## config.mk

```make
export PLATFORM = sky130hd
export DESIGN_NAME = i2s_tdm_tx
export DESIGN_NICKNAME = d
export VERILOG_FILES = /design/src/rtl/i2s_tdm_tx.sv
export SDC_FILE = /design/constraint.sdc
export NUM_CORES = 1
export LEC_CHECK = 0
export BUFFER_PORTS_ARGS = -buffer_cell sky130_fd_sc_hd__buf_2
export CELL_PAD_IN_SITES_DETAIL_PLACEMENT = 0
export CELL_PAD_IN_SITES_GLOBAL_PLACEMENT = 1
export CORE_MARGIN = 2
export CORE_UTILIZATION = 56
export DETAILED_ROUTE_END_ITERATION = 10
export GPL_TIMING_DRIVEN = 1
export PLACE_DENSITY_LB_ADDON = 0.1
export REMOVE_ABC_BUFFERS = 1
export SLEW_MARGIN = 20
export SYNTH_ARGS = -nofsm -noshare
export SYNTH_HDL_FRONTEND = slang
export SYNTH_SLANG_ARGS = --single-unit
```

## constraint.sdc

```tcl
create_clock -name sclk -period 6.9 [get_ports sclk]
set_input_delay 1.035 -clock sclk [delete_from_list [all_inputs] [get_ports sclk]]
set_output_delay 1.035 -clock sclk [all_outputs]
set_load 0.1 [all_outputs]
```

## src/rtl/i2s_tdm_tx.sv

```systemverilog
// i2s_tdm_tx: parametrised TDM / I2S serial transmitter.
// Frames of CHANNELS slots (DATA_W sample bits zero-padded to SLOT_W) are
// accepted through a valid/ready port into a FIFO_DEPTH-frame FIFO and
// shifted out MSB first. All state updates on the falling edge of sclk.
// Optional feature macro: UNDERRUN_REPEAT_EN -- when defined, an empty FIFO
// at a frame boundary re-sends the last popped frame instead of zeros.
//
// Handshake: a frame is transferred on a falling sclk edge where
// s_valid && s_ready. s_ready is high whenever the FIFO is not full and
// does not look ahead at a same-edge pop. s_data must be held while
// s_valid is high and s_ready is low.
module i2s_tdm_tx #(
  parameter int DATA_W     = 24,
  parameter int SLOT_W     = 32,
  parameter int CHANNELS   = 2,
  parameter int FIFO_DEPTH = 4
) (
  input  logic                               sclk,
  input  logic                               aclr,
  input  logic                               fmt,
  input  logic [CHANNELS*DATA_W-1:0]         s_data,
  input  logic                               s_valid,
  output logic                               s_ready,
  output logic                               ws,
  output logic                               dout,
  output logic                               frame_start,
  output logic                               underrun,
  output logic [$clog2(FIFO_DEPTH+1)-1:0]    level
);

  localparam int FRAME = CHANNELS * SLOT_W;
  localparam int HALF  = FRAME / 2;
  localparam int RAW_W = CHANNELS * DATA_W;
  localparam int BC_W  = $clog2(FRAME);
  localparam int PTR_W = $clog2(FIFO_DEPTH);
  localparam int LVL_W = $clog2(FIFO_DEPTH + 1);

  logic [RAW_W-1:0] mem_q [FIFO_DEPTH];
  logic [PTR_W-1:0] wr_ptr_q, rd_ptr_q;
  logic [LVL_W-1:0] level_q, level_d;
  logic [BC_W-1:0]  bc_q, bc_d;
  logic [FRAME-1:0] shift_q, next_img;
  logic [RAW_W-1:0] next_raw;
  logic             wrap, push, pop, fmt_eff, ws_d;
  logic             s_q, dly_q, ws_q, fmt_q, fs_q, ur_q;
`ifdef UNDERRUN_REPEAT_EN
  logic [RAW_W-1:0] last_q;
`endif

  // Lay a raw frame out as the serial image: channel 0 in the MSBs, each
  // slot holds its sample left-aligned with zero padding below it.
  function automatic logic [FRAME-1:0] expand(input logic [RAW_W-1:0] raw);
    logic [FRAME-1:0] img;
    img = '0;
    for (int k = 0; k < CHANNELS; k++) begin
      img[FRAME-1-k*SLOT_W -: SLOT_W] =
        SLOT_W'(raw[(CHANNELS-k)*DATA_W-1 -: DATA_W]) << (SLOT_W - DATA_W);
    end
    return img;
  endfunction

  // Next-state decode: bit counter, FIFO handshake, frame source selection.
  always_comb begin
    wrap    = (bc_q == BC_W'(FRAME - 1));
    bc_d    = wrap ? '0 : bc_q + 1'b1;
    s_ready = (level_q != LVL_W'(FIFO_DEPTH));
    push    = s_valid && s_ready;
    pop     = wrap && (level_q != '0);
    // The format sampled at the wrap edge governs the whole new frame.
    fmt_eff = wrap ? fmt : fmt_q;
    ws_d    = (bc_d >= BC_W'(HALF)) ^ fmt_eff;
    level_d = level_q;
    if (push && !pop) level_d = level_q + 1'b1;
    if (pop && !push) level_d = level_q - 1'b1;
`ifdef UNDERRUN_REPEAT_EN
    next_raw = pop ? mem_q[rd_ptr_q] : last_q;
`else
    next_raw = pop ? mem_q[rd_ptr_q] : '0;
`endif
    next_img = expand(next_raw);
  end

  // FIFO storage; contents need no reset because level gates every read.
  always_ff @(negedge sclk) begin
    if (push) mem_q[wr_ptr_q] <= s_data;
  end

`ifdef UNDERRUN_REPEAT_EN
  // Remember the most recently popped frame for replay on underrun.
  always_ff @(negedge sclk or posedge aclr) begin
    if (aclr)     last_q <= '0;
    else if (pop) last_q <= mem_q[rd_ptr_q];
  end
`endif

  // Main datapath: counter, FIFO pointers, shifter and registered outputs.
  always_ff @(negedge sclk or posedge aclr) begin
    if (aclr) begin
      bc_q     <= '0;
      wr_ptr_q <= '0;
      rd_ptr_q <= '0;
      level_q  <= '0;
      shift_q  <= '0;
      s_q      <= 1'b0;
      dly_q    <= 1'b0;
      ws_q     <= 1'b0;
      fmt_q    <= 1'b0;
      fs_q     <= 1'b0;
      ur_q     <= 1'b0;
    end else begin
      bc_q    <= bc_d;
      level_q <= level_d;
      if (push) wr_ptr_q <= wr_ptr_q + 1'b1;
      if (pop)  rd_ptr_q <= rd_ptr_q + 1'b1;
      if (wrap) begin
        fmt_q   <= fmt;
        shift_q <= next_img;
        s_q     <= next_img[FRAME-1];
      end else begin
        // s_q always presents the bit for the current bc; the register
        // shifts left so the following bit sits just below the MSB.
        shift_q <= shift_q << 1;
        s_q     <= shift_q[FRAME-2];
      end
      // I2S delays the data by one sclk relative to ws.
      dly_q <= s_q;
      ws_q  <= ws_d;
      fs_q  <= (bc_d == '0);
      ur_q  <= wrap && (level_q == '0);
    end
  end

  assign ws          = ws_q;
  assign dout        = fmt_q ? s_q : dly_q;
  assign frame_start = fs_q;
  assign underrun    = ur_q;
  assign level       = level_q;

endmodule

```

======== Word-level counts from Yosys, hierarchy flattened ========
Memories as Yosys holds them, arrays and structs flattened.
Index checks and enable logic that the tools add are counted.
cells by class
  muxes and demuxes ....................... 10
  $add $sub $neg .......................... 5
  bitwise operators ....................... 1
  reduce and logical (&&, ||, !) cells .... 11
  equal/unequal tests ..................... 2
  $lt $le $gt $ge ......................... 1
operator list
  kind                                                                 number
  63-bit two-way mux                                                   1
  48-bit two-way mux                                                   1
  6-bit by 1-bit adder with 6-bit output (second input constant)       1
  6-bit == test (second input constant)                                1
  6-bit >= comparator (second input constant)                          1
  6-bit logical NOT                                                    1
  3-bit two-way mux                                                    2
  6-bit two-way mux                                                    1
  1-bit logical AND                                                    5
  1-bit two-way mux                                                    5
  2-bit by 1-bit adder with 2-bit output (second input constant)       2
  3-bit by 1-bit adder with 3-bit output (second input constant)       1
  3-bit logical NOT                                                    1
  3-bit != test (second input constant)                                1
  3-bit nonzero test                                                   1
  3-bit by 1-bit subtractor with 3-bit output (second input constant)  1
  1-bit logical NOT                                                    2
  2-bit nonzero test                                                   1
  1-bit bitwise XOR                                                    1
storage, ports and cells
  input bits .............................. 52
  logic and storage cells ................. 42
  flip-flop bits (word level) ............. 82
  bits in writable memories ............... 192
  memories ................................ 1
memory list
  memory  words  bits a word  read ports  clocked after Yosys merged registers in  write ports  RTL line  RTL
  mem_q   4      48           1           0                                        1            38        logic [RAW_W-1:0] mem_q [FIFO_DEPTH];

======== Longest topological paths before layout ========
  word-level depth ........................ 6
  mapped depth ............................ 10
  depth with buffers taken out ............ 10

==> metrics.txt <==
Finished Cell Area roughly 0.012 mm2; Cell Area, Placed a little over 0.01 mm2; Worst Max-Slew Pin Slew 0.8971 ns; wire per inst 17.10 um; Synth Instances 456; most common cell in the netlist edfxtp_1; Max VDD drop 0.3418 mV; setup bufs post-CTS 0; Max stage delay on crit path between 0.4 and 0.5 ns; CP Launch Type register; max_cap viols 0; Slew Limit Headroom 0.4019; post-synth top area share 0.5911; detailed placer's ending HPWL 8996 um; vias in the first global route 5539; hold depth 0; Reg2Reg Setup Slack a little over 4 ns; Setup violations, final 0; Crit Path Max Fanout 6; crit path launch level[0]; RSZ-0062 raised after global routing no; Root Driver clkbuf_16; Yosys warning count 0; DRT Pass-1 Iters 5; CTS sink count 266; Crit-path slowest cell buf_2; H-tree levels 1; Total Power 4.423 mW; antenna violations before repair 1; die area 0.01849 mm2; synthesized flop and latch total 266; DIE WIDTH 136.0 um; Fin Clk Skew ~0.068 ns; Commonest cells post-synth 192 x edfxtp_1, 74 x dfrtn_1, 48 x mux4_2; r2r startpoint bc_q[0]; reg-to-reg critical path endpoint level[2]; layout overhead on the synthesized area 23.27%; NumNets Final ~780; kind of critical path register to output port; synth top area cells edfxtp_1 59%, dfrtn_1 19%, mux4_2 11%, a22o_1 4.2%, and2_1 0.77%; Bufs on Longest Clock Path 3; row count 48; vias per cell around 5.3; vias 5114; Leak 5.192 nW; clock-pin slew on the worst setup and hold paths 0.05 ns; DRC viols 0; status finished clean; number of synthesized flops with an enable pin 192; I/O pin cnt 60; Critical Path AT between 5 and 6 ns; Post-DRT Antenna Nets 0; CP Cell Sequence inv_1 > nand3_1 > buf_2; Hold Path End dly_q; syn_area_per_cell 21.39 um2; TritonCTS Buffers 28; port bufs 59; final hold violation count 0; Worst EP required 5.86 ns; synthesized area 0.009754 mm2; CP endpoint kind output port; Pwr Density about 370 mW/mm2; Hold Path Origin s_q; GP Congestion between 0.6 and 0.7; Die Ht 136.0 um; leading area contributor after synthesis edfxtp_1; overall routed net length 16610 um; Initial Util 0.5679; final slew viol count 0; R2R depth 10; overall routing resource usage 0.1929; synth unique cells 35; drt initial violations ~300; sequential area share after synthesis 0.7809; Worst-Skew Late Latency just under 0.6 ns; Final Core Density 0.7000; Async SR Flop Fraction 0.2782; PostCTS Resize Cnt 0; worst min-delay path class register to register; layout cells sized above 1 0.2376; CTS tree built; top_reg_cell synth edfxtp_1; Fin Setup TNS 0 ns; first-pass GRT wire length between 20000 and 30000 um; hold buffers post-CTS 0; CORE AREA 0.01718 mm2; largest net degree at the start of global routing 57; total grt overflow 0
flip-flops by register name, summed over array words and instances (netlist names):
register	count
mem_q	192
shift_q	55
bc_q	6
level	3
rd_ptr_q	2
wr_ptr_q	2
dly_q	1
fmt_q	1
frame_start	1
s_q	1
underrun	1
ws	1
power by group:
| part | internal (mW) | leakage (nW) | switching (mW) | total [mW] |
|---|---|---|---|---|
| clock network | 1.05 | 1.49 | 0.884 | 1.93 |
| logic | 0.128 | 0.943 | 0.306 | 0.434 |
| registers | 2.00 | 2.76 | 0.0572 | 2.06 |
area by class of cell:
cell class              count  area (um2)
fillers                  1172        5152
flip-flops and latches    266        7617
clock inverters           211       894.6
inverters                   7       27.53
repair buffers             69       427.9
well taps                 225       281.5
clock buffers              32       789.5
diodes                      1       2.502
multi-input cells         160        1983
placed cells by master (no fill, tap or decap), types with 2 or more instances in the layout:
cell type	count
o31ai_1	2
xor2_1	5
clkbuf_16	31
nor2_1	5
inv_4	3
bufinv_16	2
buf_2	59
dfrtn_1	74
xnor2_1	4
nand2_1	5
a22o_1	47
clkinvlp_4	3
clkinv_2	5
nor3_1	2
clkinv_4	2
inv_1	198
nand3_1	3
edfxtp_1	192
ha_1	6
nor3b_1	2
buf_12	4
and2_1	12
clkinvlp_2	3
mux4_2	48
and3_2	4
buf_4	5
o21ai_0	2
logic make-up after synthesis:
logic type      Yosys count  share of synthesized area
flops                   266                     0.7809
compound gates           53                    0.04592
mux                      51                     0.1142
simple gates             40                    0.02399
buf+inv                  30                    0.01719
xor+xnor                  9                   0.008080
fa+ha+maj                 7                   0.009748
worst max path at each step:
| stage | endpoint | slack [ns] |
|---|---|---|
| after floorplan | s_ready | 0.35 |
| after global placement | level[2] | 0.97 |
| after detailed placement | level[2] | 0.94 |
| after CTS | s_ready | 0.67 |
| after global routing | s_ready | 0.60 |
| final | s_ready | 0.67 |
worst max-delay path, delay by kind of cell, from the launching register on:
kind / cells / cell delay [ns]
simple gates: 1 / 0.18
buf+inv: 2 / 0.57
flops: 1 / 0.46
per-layer routing:
metal  track usage  part of all wire
met5             0                 0
met4       0.06944             0.025
met3       0.04064             0.032
met2        0.3238              0.51
met1        0.2526              0.43
stage by stage:
step / std cells / hold slack, ns / worst slack, ns
floorplan: 434 / 0.3086 / 0.3478
global placement: 727 / 0.3168 / 0.9700
detailed placement: 727 / 0.3225 / 0.9397
CTS: 969 / 0.3249 / 0.6680
global route: 971 / 0.3353 / 0.6012
finish: 971 / 0.3208 / 0.6749
Power figures use the tool's default switching activity.
